**src/rtl/cdr_tx_serializer.sv**
```systemverilog
// cdr_tx_serializer: frames payload bytes as preamble + sync word + data.
// The frames are sent as an oversampled NRZ bit stream. A signed line level
// is also produced for the CDR sample input.
// Optional build macro CDR_TX_SCRAMBLE_EN whitens DATA bits with PRBS7.

module cdr_tx_serializer #(
    parameter int         PREAMBLE_BITS = 16,
    parameter logic [7:0] SYNC_WORD     = 8'hD5
) (
    input  logic       clk,
    input  logic       rst_n,
    input  logic       ena,
    input  logic [7:0] tx_data,
    input  logic       tx_valid,
    output logic       tx_ready,
    input  logic [3:0] osr,
    input  logic [6:0] amp,
    output logic       ser_out,
    output logic [7:0] level_out,
    output logic       bit_stb,
    output logic       busy
);

    typedef enum logic [1:0] {IDLE, PREAMBLE, SYNC, DATA} state_t;

    localparam logic [5:0] PRE_LAST = 6'(PREAMBLE_BITS - 1);

    state_t     state, state_d;
    logic [3:0] bit_cnt, bit_cnt_d;
    logic [3:0] osr_q, osr_d;
    logic [5:0] bit_idx, bit_idx_d;
    logic [7:0] shift_reg, shift_d;
    logic       data_bit;
    logic       last_data_bit;

`ifdef CDR_TX_SCRAMBLE_EN
    logic [6:0] prbs, prbs_d;
    logic       prbs_fb;

    // Whitening bit for the current data bit
    always_comb begin
        prbs_fb  = prbs[6] ^ prbs[5];
        data_bit = shift_reg[~bit_idx[2:0]] ^ prbs_fb;
    end
`else
    // Payload goes out unmodified
    always_comb begin
        data_bit = shift_reg[~bit_idx[2:0]];
    end
`endif

    // Line outputs, bit strobe and handshake decoded from the current state
    always_comb begin
        busy          = (state != IDLE);
        bit_stb       = busy && (bit_cnt == osr_q - 4'd1);
        last_data_bit = (state == DATA) && (bit_idx == 6'd7) && bit_stb;
        tx_ready      = ena && rst_n && ((state == IDLE) || last_data_bit);
        case (state)
            PREAMBLE: ser_out = ~bit_idx[0];
            SYNC:     ser_out = SYNC_WORD[~bit_idx[2:0]];
            DATA:     ser_out = data_bit;
            default:  ser_out = 1'b0;
        endcase
        if (!busy)
            level_out = 8'd0;
        else if (ser_out)
            level_out = {1'b0, amp};
        else
            level_out = 8'd0 - {1'b0, amp};
    end

    // Next-state logic: bit timing, frame sequencing, byte loading and abort
    always_comb begin
        state_d   = state;
        bit_cnt_d = bit_cnt;
        bit_idx_d = bit_idx;
        shift_d   = shift_reg;
        osr_d     = osr_q;
`ifdef CDR_TX_SCRAMBLE_EN
        prbs_d    = prbs;
`endif
        if (state == IDLE) begin
            if (tx_valid && tx_ready) begin
                state_d   = PREAMBLE;
                shift_d   = tx_data;
                osr_d     = (osr < 4'd2) ? 4'd2 : osr;
                bit_cnt_d = 4'd0;
                bit_idx_d = 6'd0;
            end
        end else if (!ena) begin
            state_d   = IDLE;
            shift_d   = 8'd0;
            bit_cnt_d = 4'd0;
            bit_idx_d = 6'd0;
        end else if (bit_stb) begin
            bit_cnt_d = 4'd0;
            bit_idx_d = bit_idx + 6'd1;
            case (state)
                PREAMBLE: begin
                    if (bit_idx == PRE_LAST) begin
                        state_d   = SYNC;
                        bit_idx_d = 6'd0;
                    end
                end
                SYNC: begin
                    if (bit_idx == 6'd7) begin
                        state_d   = DATA;
                        bit_idx_d = 6'd0;
`ifdef CDR_TX_SCRAMBLE_EN
                        prbs_d    = 7'h7F;
`endif
                    end
                end
                default: begin
`ifdef CDR_TX_SCRAMBLE_EN
                    prbs_d = {prbs[5:0], prbs_fb};
`endif
                    if (bit_idx == 6'd7) begin
                        bit_idx_d = 6'd0;
                        if (tx_valid && tx_ready) begin
                            shift_d = tx_data;
                        end else begin
                            state_d = IDLE;
                            shift_d = 8'd0;
                        end
                    end
                end
            endcase
        end else begin
            bit_cnt_d = bit_cnt + 4'd1;
        end
    end

    // State register with asynchronous active-low reset
    always_ff @(posedge clk or negedge rst_n) begin
        if (!rst_n) begin
            state     <= IDLE;
            bit_cnt   <= 4'd0;
            bit_idx   <= 6'd0;
            shift_reg <= 8'd0;
            osr_q     <= 4'd2;
`ifdef CDR_TX_SCRAMBLE_EN
            prbs      <= 7'd0;
`endif
        end else begin
            state     <= state_d;
            bit_cnt   <= bit_cnt_d;
            bit_idx   <= bit_idx_d;
            shift_reg <= shift_d;
            osr_q     <= osr_d;
`ifdef CDR_TX_SCRAMBLE_EN
            prbs      <= prbs_d;
`endif
        end
    end

endmodule

```
**config.mk**
```make
export PLATFORM = sky130hd
export DESIGN_NAME = cdr_tx_serializer
export DESIGN_NICKNAME = d
export VERILOG_FILES = /design/src/rtl/cdr_tx_serializer.sv
export SDC_FILE = /design/constraint.sdc
export NUM_CORES = 1
export LEC_CHECK = 0
export BUFFER_PORTS_ARGS = -buffer_cell sky130_fd_sc_hd__buf_2
export CAP_MARGIN = 20
export CELL_PAD_IN_SITES_DETAIL_PLACEMENT = 0
export CELL_PAD_IN_SITES_GLOBAL_PLACEMENT = 1
export CORE_MARGIN = 4
export CORE_UTILIZATION = 41
export DETAILED_ROUTE_END_ITERATION = 8
export GPL_ROUTABILITY_DRIVEN = 1
export PLACE_DENSITY_LB_ADDON = 0.1
export SKIP_LAST_GASP = 1
export SYNTH_ARGS = -nofsm -noshare
export SYNTH_HDL_FRONTEND = slang
export SYNTH_SLANG_ARGS = --single-unit
```
**constraint.sdc**
```tcl
create_clock -name clk -period 3 [get_ports clk]
set_input_delay 0.75 -clock clk [delete_from_list [all_inputs] [get_ports clk]]
set_output_delay 0.75 -clock clk [all_outputs]
set_load 0.01 [all_outputs]
```
Word level (Yosys, flattened, before mapping)

Memories as Yosys holds them, arrays and structs flattened.
Index checks and enable logic that the tools add are counted.

Muxes and demuxes: 34
Reductions and logical operators: 14
$add $sub $neg: 4
Bitwise gates (word level): 2
Equality and inequality tests: 14
Magnitude comparators: 2

Operators by type and width:

| operator            | number |
|---|---|
| $mux 8              | 9 |
| $mux 6              | 7 |
| $mux 4              | 5 |
| $mux 2              | 8 |
| $ne 4x4->1 const B  | 2 |
| $sub 1x7->8 const A | 1 |
| $add 6x1->6 const B | 1 |
| $eq 6x3->1 const B  | 1 |
| $eq 6x4->1 const B  | 1 |
| $logic_and 1x1->1   | 6 |
| $ne 3x1->1 const B  | 2 |
| $reduce_and 6->1    | 1 |
| $ne 5x3->1 const B  | 1 |
| $add 4x1->4 const B | 1 |
| $eq 2x2->1 const B  | 2 |
| $eq 4x4->1          | 1 |
| $lt 3x4->1 const B  | 1 |
| $lt 4x2->1 const B  | 1 |
| $ne 4x1->1 const B  | 1 |
| $pmux 2 s2          | 1 |
| $reduce_and 2->1    | 2 |
| $reduce_and 4->1    | 1 |
| $sub 4x1->4 const B | 1 |
| $bmux 1 s3          | 1 |
| 11 further kinds    | 12 |

Register bits: 24
Memory bits (read-only): 8
Word-level logic and storage cells: 76
Bits of input ports: 23
Output and inout port bits: 12
Memories kept: 1

Memories:

| name            | depth | bits a word | rd ports | clocked after Yosys merged registers in | wr ports | line | RTL |
|---|---|---|---|---|---|---|---|
| (no name shown) | 8     | 1           | 1        | 0                                       | 0        | 60   | `SYNC: ser_out = SYNC_WORD[~bit_idx[2:0]];` |

Logic depth before layout (Yosys ltp)

Depth after elaboration: 13
Gate-level depth with buffers: 8
Mapped depth without buffers: 7

Worst setup path after synthesis

No wires, ideal clock.

Path type: flip-flop to output port
Start: register bit_idx[1]
End: output port level_out[3]
Data required time: 2.250 ns
Cell stages (with the launch flop): 7
Data arrival time: 1.916 ns
Setup slack: 0.334 ns
Path buffers: 1
Cells stage by stage: dfrtp_1 buf_6 mux4_2 o22ai_2 o221ai_4 or3_1 a21oi_1

Longest elaborated chain between the ends: 6
Elaborated cells between the ends (all ways): 8
Those cells by class: 6 x mux; 1 x bitwise; 1 x memory

RTL lines:

| item                                             | line   | RTL |
|---|---|---|
| from (decl)                                      | 31     | `logic [5:0] bit_idx, bit_idx_d;` |
| from (signal assigned)                           | 148    | `bit_idx <= bit_idx_d;` |
| $not 3->3 (*)                                    | 48, 60 |  |
| $mem_v2 8x1 / $bmux 1 s3 (equally long branches) | -      |  |
| $mux 1 (on tied branches)                        | 60, 48 |  |
| $pmux 1 s3 (*)                                   | 58     | `case (state)` |
| $mux 8 (*)                                       | 66     | `else if (ser_out)` |
| $mux 8 (*)                                       | 64     | `if (!busy)` |
| to (decl)                                        | 19     | `output logic [7:0] level_out,` |

Every way passes the cells marked *; elsewhere a longest branch is shown, timed or not. The select of a mux whose other input is x is not followed.

Worst setup path in the final report

Start: register bit_idx[1]
End: output port level_out[5]

Same word-level chain as after synthesis.

==> metrics.yaml <==
netlist_instances: 195
clk_path_buf_depth: 2
placed_area_mm2: 0.002001
r2r_start: "osr_q[1]"
ir_worst_vdd_mv: 0.4175
synth-seq-cells: 24
ys_types: 46
reg2reg_depth: 8
synth_fa_ha_area_share_pct: 6.356
critical_path.cell_chain: "mux4_2 -> o22ai_4 -> o221ai_4 -> a31oi_1 -> mux2_1 -> buf_2"
cpPeakStageDelay_ns: 0.53
die_area_mm2: 0.005437
fin_crit_sh_pct: 99.10
first_iter_violations: 45
largest_reg_flops: 8
via_count: 1514
cts_sinks: 24
cap_violations: 0
pin_count: 35
initial_core_util_pct: 43.36
hpwlAfterDp_mm: 3.123
synth_xor_area_share_pct: 4.308
n_antenna_cell: 0
cp-end-kind: "output pin"
route.detailed.drc: 0
fin_nets: 267
die_h_um: 73.74
path_buf_inv: 1
seq_area_um2: 603.1
drtPass1Iterations: 4
place.port_buffers: 34
layout-drive-gt1-share_pct: 25.64
worstSetupStartpointType: "register"
multi_input_area_mm2: 0.001072
syn-cell-area_mm2: 0.001772
postSynthAreaPerCell_um2: 9.086
worstPathRequired_ns: 2.25
cts_buffers: 3
core_area_mm2: 0.004086
cp_top_family: "multiplexers"
synthMuxAreaShare_pct: 11.94
grt_max_degree: 27
fin_util_pct: 51.68
ys_async_sr_fraction_pct: 100.0
area_delta_synth_final_pct: 19.21
grt_pass1_vias: 1547
avgRoutedWirePerCell_um: 14.59
critPathKind: "reg2out"
hold_viol: 0
outcome: "completed"
grt_pass1_wl_mm: 7.134
slew_headroom_pct: 63.97
root_buffer: "clkbuf_8"
tritoncts: "built"
die_width_um: 73.74
slew_violations: 0
tightest_slew_ns: 0.5368
htreeDepth: 1
grt-ovfl-total: 0
setup_viol: 0
holdBufCountCts: 0
synth_top_family_by_area: "compound AO/OA/AOI/OAI gates"
cp_data_arrival_time_ns: 2.22
hold_path_class: "in2async"
clock_latency_ns: 0.28
synth-compound-area-share_pct: 18.86
worstPathMaxFanout: 6
fmax_mhz: 336.3
slowest_stage: "mux4_2"
routed_wirelength_mm: 4.144
yosysSeqAreaShare_pct: 33.97
yosys.area_share.simple_pct: 18.01
power_density_mw_per_mm2: 1004
syn_nets: 227
power_leakage_uw: 0.0009968
yosys_warnings: 0
grt_usage_pct: 16.48
gp_congestion: 0.7912
regToRegSetupSlack_ns: 0.58
synth_edf_count: 0
setup_tns_ns: 0
rsz0062_at_grt: "yes"
clock_skew_ns: 0.006991
clk_pin_slew_ns: 0.09
rows: 23
final_cell_area_mm2: 0.002112
synthFlopType: "dfrtp_1"
ant_nets: 0
filler_cell_count: 392
via_per_inst: 5.331
reg2reg_to: "state[0]"
finalCriticalPeriod_ns: 2.973
antenna_found_initial: 0
-- repair_timing --
item | in CTS | in global routing
setup buffers | 0 | 3
setup endpoints to repair | 2 | 7
resized for setup | 1 | 5
pin swaps | 0 | 1
-- area by class of cell --
class	instances	share of cell area (%)
clock buffer	3	1.955
clock inverter	1	1.422
inverter	20	3.554
multi-input combinational	144	50.77
sequential	24	28.55
tap	50	2.962
timing repair buffer	42	10.78
-- placed cells by master, fill, tap and decap left out, types with 6 or more instances in the layout --
master   synthesis  layout
buf_2            0      35
dfrtp_1         23      22
inv_1           20      20
nand2_1         19      19
o21ai_1         11      11
mux2i_1         11      11
nor2_1          10      10
a21oi_1         11      10
ha_1             9       9
buf_4            0       7
nor3_1           7       6
nand3_1          6       6
-- worst max-delay path by stage --
stage | start | end | cells after the start
finish | bit_idx[1] | level_out[5] | 6
global route | bit_idx[1] | level_out[3] | 6
CTS | bit_idx[1] | level_out[5] | 6
detailed placement | bit_idx[1] | level_out[5] | 6
global placement | osr_q[1] | tx_ready | 8
floorplan | bit_idx[1] | level_out[3] | 6
-- through the flow --
step | std cells | worst slack [ns] | total power, uW | hold WS (ns)
floorplan | 195 | 0.3340 | 1425 | 0.4544
global placement | 277 | 0.3409 | 1715 | 0.4792
detailed placement | 277 | 0.3051 | 1753 | 0.4970
CTS | 281 | -0.02309 | 2067 | 0.5078
global route | 284 | -0.09529 | 2310 | 0.5204
finish | 284 | 0.02685 | 2120 | 0.4980
-- cells in the mapped netlist, types with 2 or more instances --
library cell	count	area (um2)
nor2_1	10	37.54
o31ai_1	3	22.52
and2_1	4	25.02
mux2_1	5	56.30
a21o_1	2	15.01
xor2_1	3	26.28
and3_1	2	12.51
mux2i_1	11	110.1
ha_1	9	112.6
inv_1	20	75.07
nor3_1	7	35.03
buf_6	2	22.52
nor4_1	2	12.51
a21oi_1	11	55.05
o21ai_1	11	55.05
nor2b_1	4	25.02
dfrtp_1	23	575.6
nand3_1	6	30.03
a31oi_1	3	18.77
o21ai_0	3	15.01
mux2_2	2	22.52
xnor2_1	3	26.28
clkbuf_1	4	15.01
nand2_1	19	71.32
o21ai_4	2	32.53
or3_1	4	25.02
-- kinds of logic after synthesis --
group                    count (synthesis)
adder cells (fa/ha/maj)                  9
AND/OR/NAND/NOR                         64
multiplexers                            19
AO/OA/AOI/OAI                           45
XOR/XNOR                                 7
flip-flops                              24
buffers and inverters                   27
-- power by group --
group / switching (uW) / total (uW) / internal [uW]
clock: 112 / 291 / 179
combinational: 724 / 1310 / 582
sequential: 89.7 / 522 / 432
-- metal layers --
layer / track usage (%) / share of wire, %
met1: 20.86 / 46
met2: 27.46 / 49
met3: 3.283 / 3.8
met4: 6.237 / 1.6
met5: 0 / 0
-- worst reg2reg max path, cell delays in order (launching register included) --
cell	delay [ns]
dfstp_2	0.54
inv_1	0.06
ha_1	0.18
xor3_1	0.40
a21oi_1	0.15
a31oi_1	0.10
buf_4	0.20
a311oi_1	0.45
mux2i_1	0.27
Power figures use the tool's default switching activity.
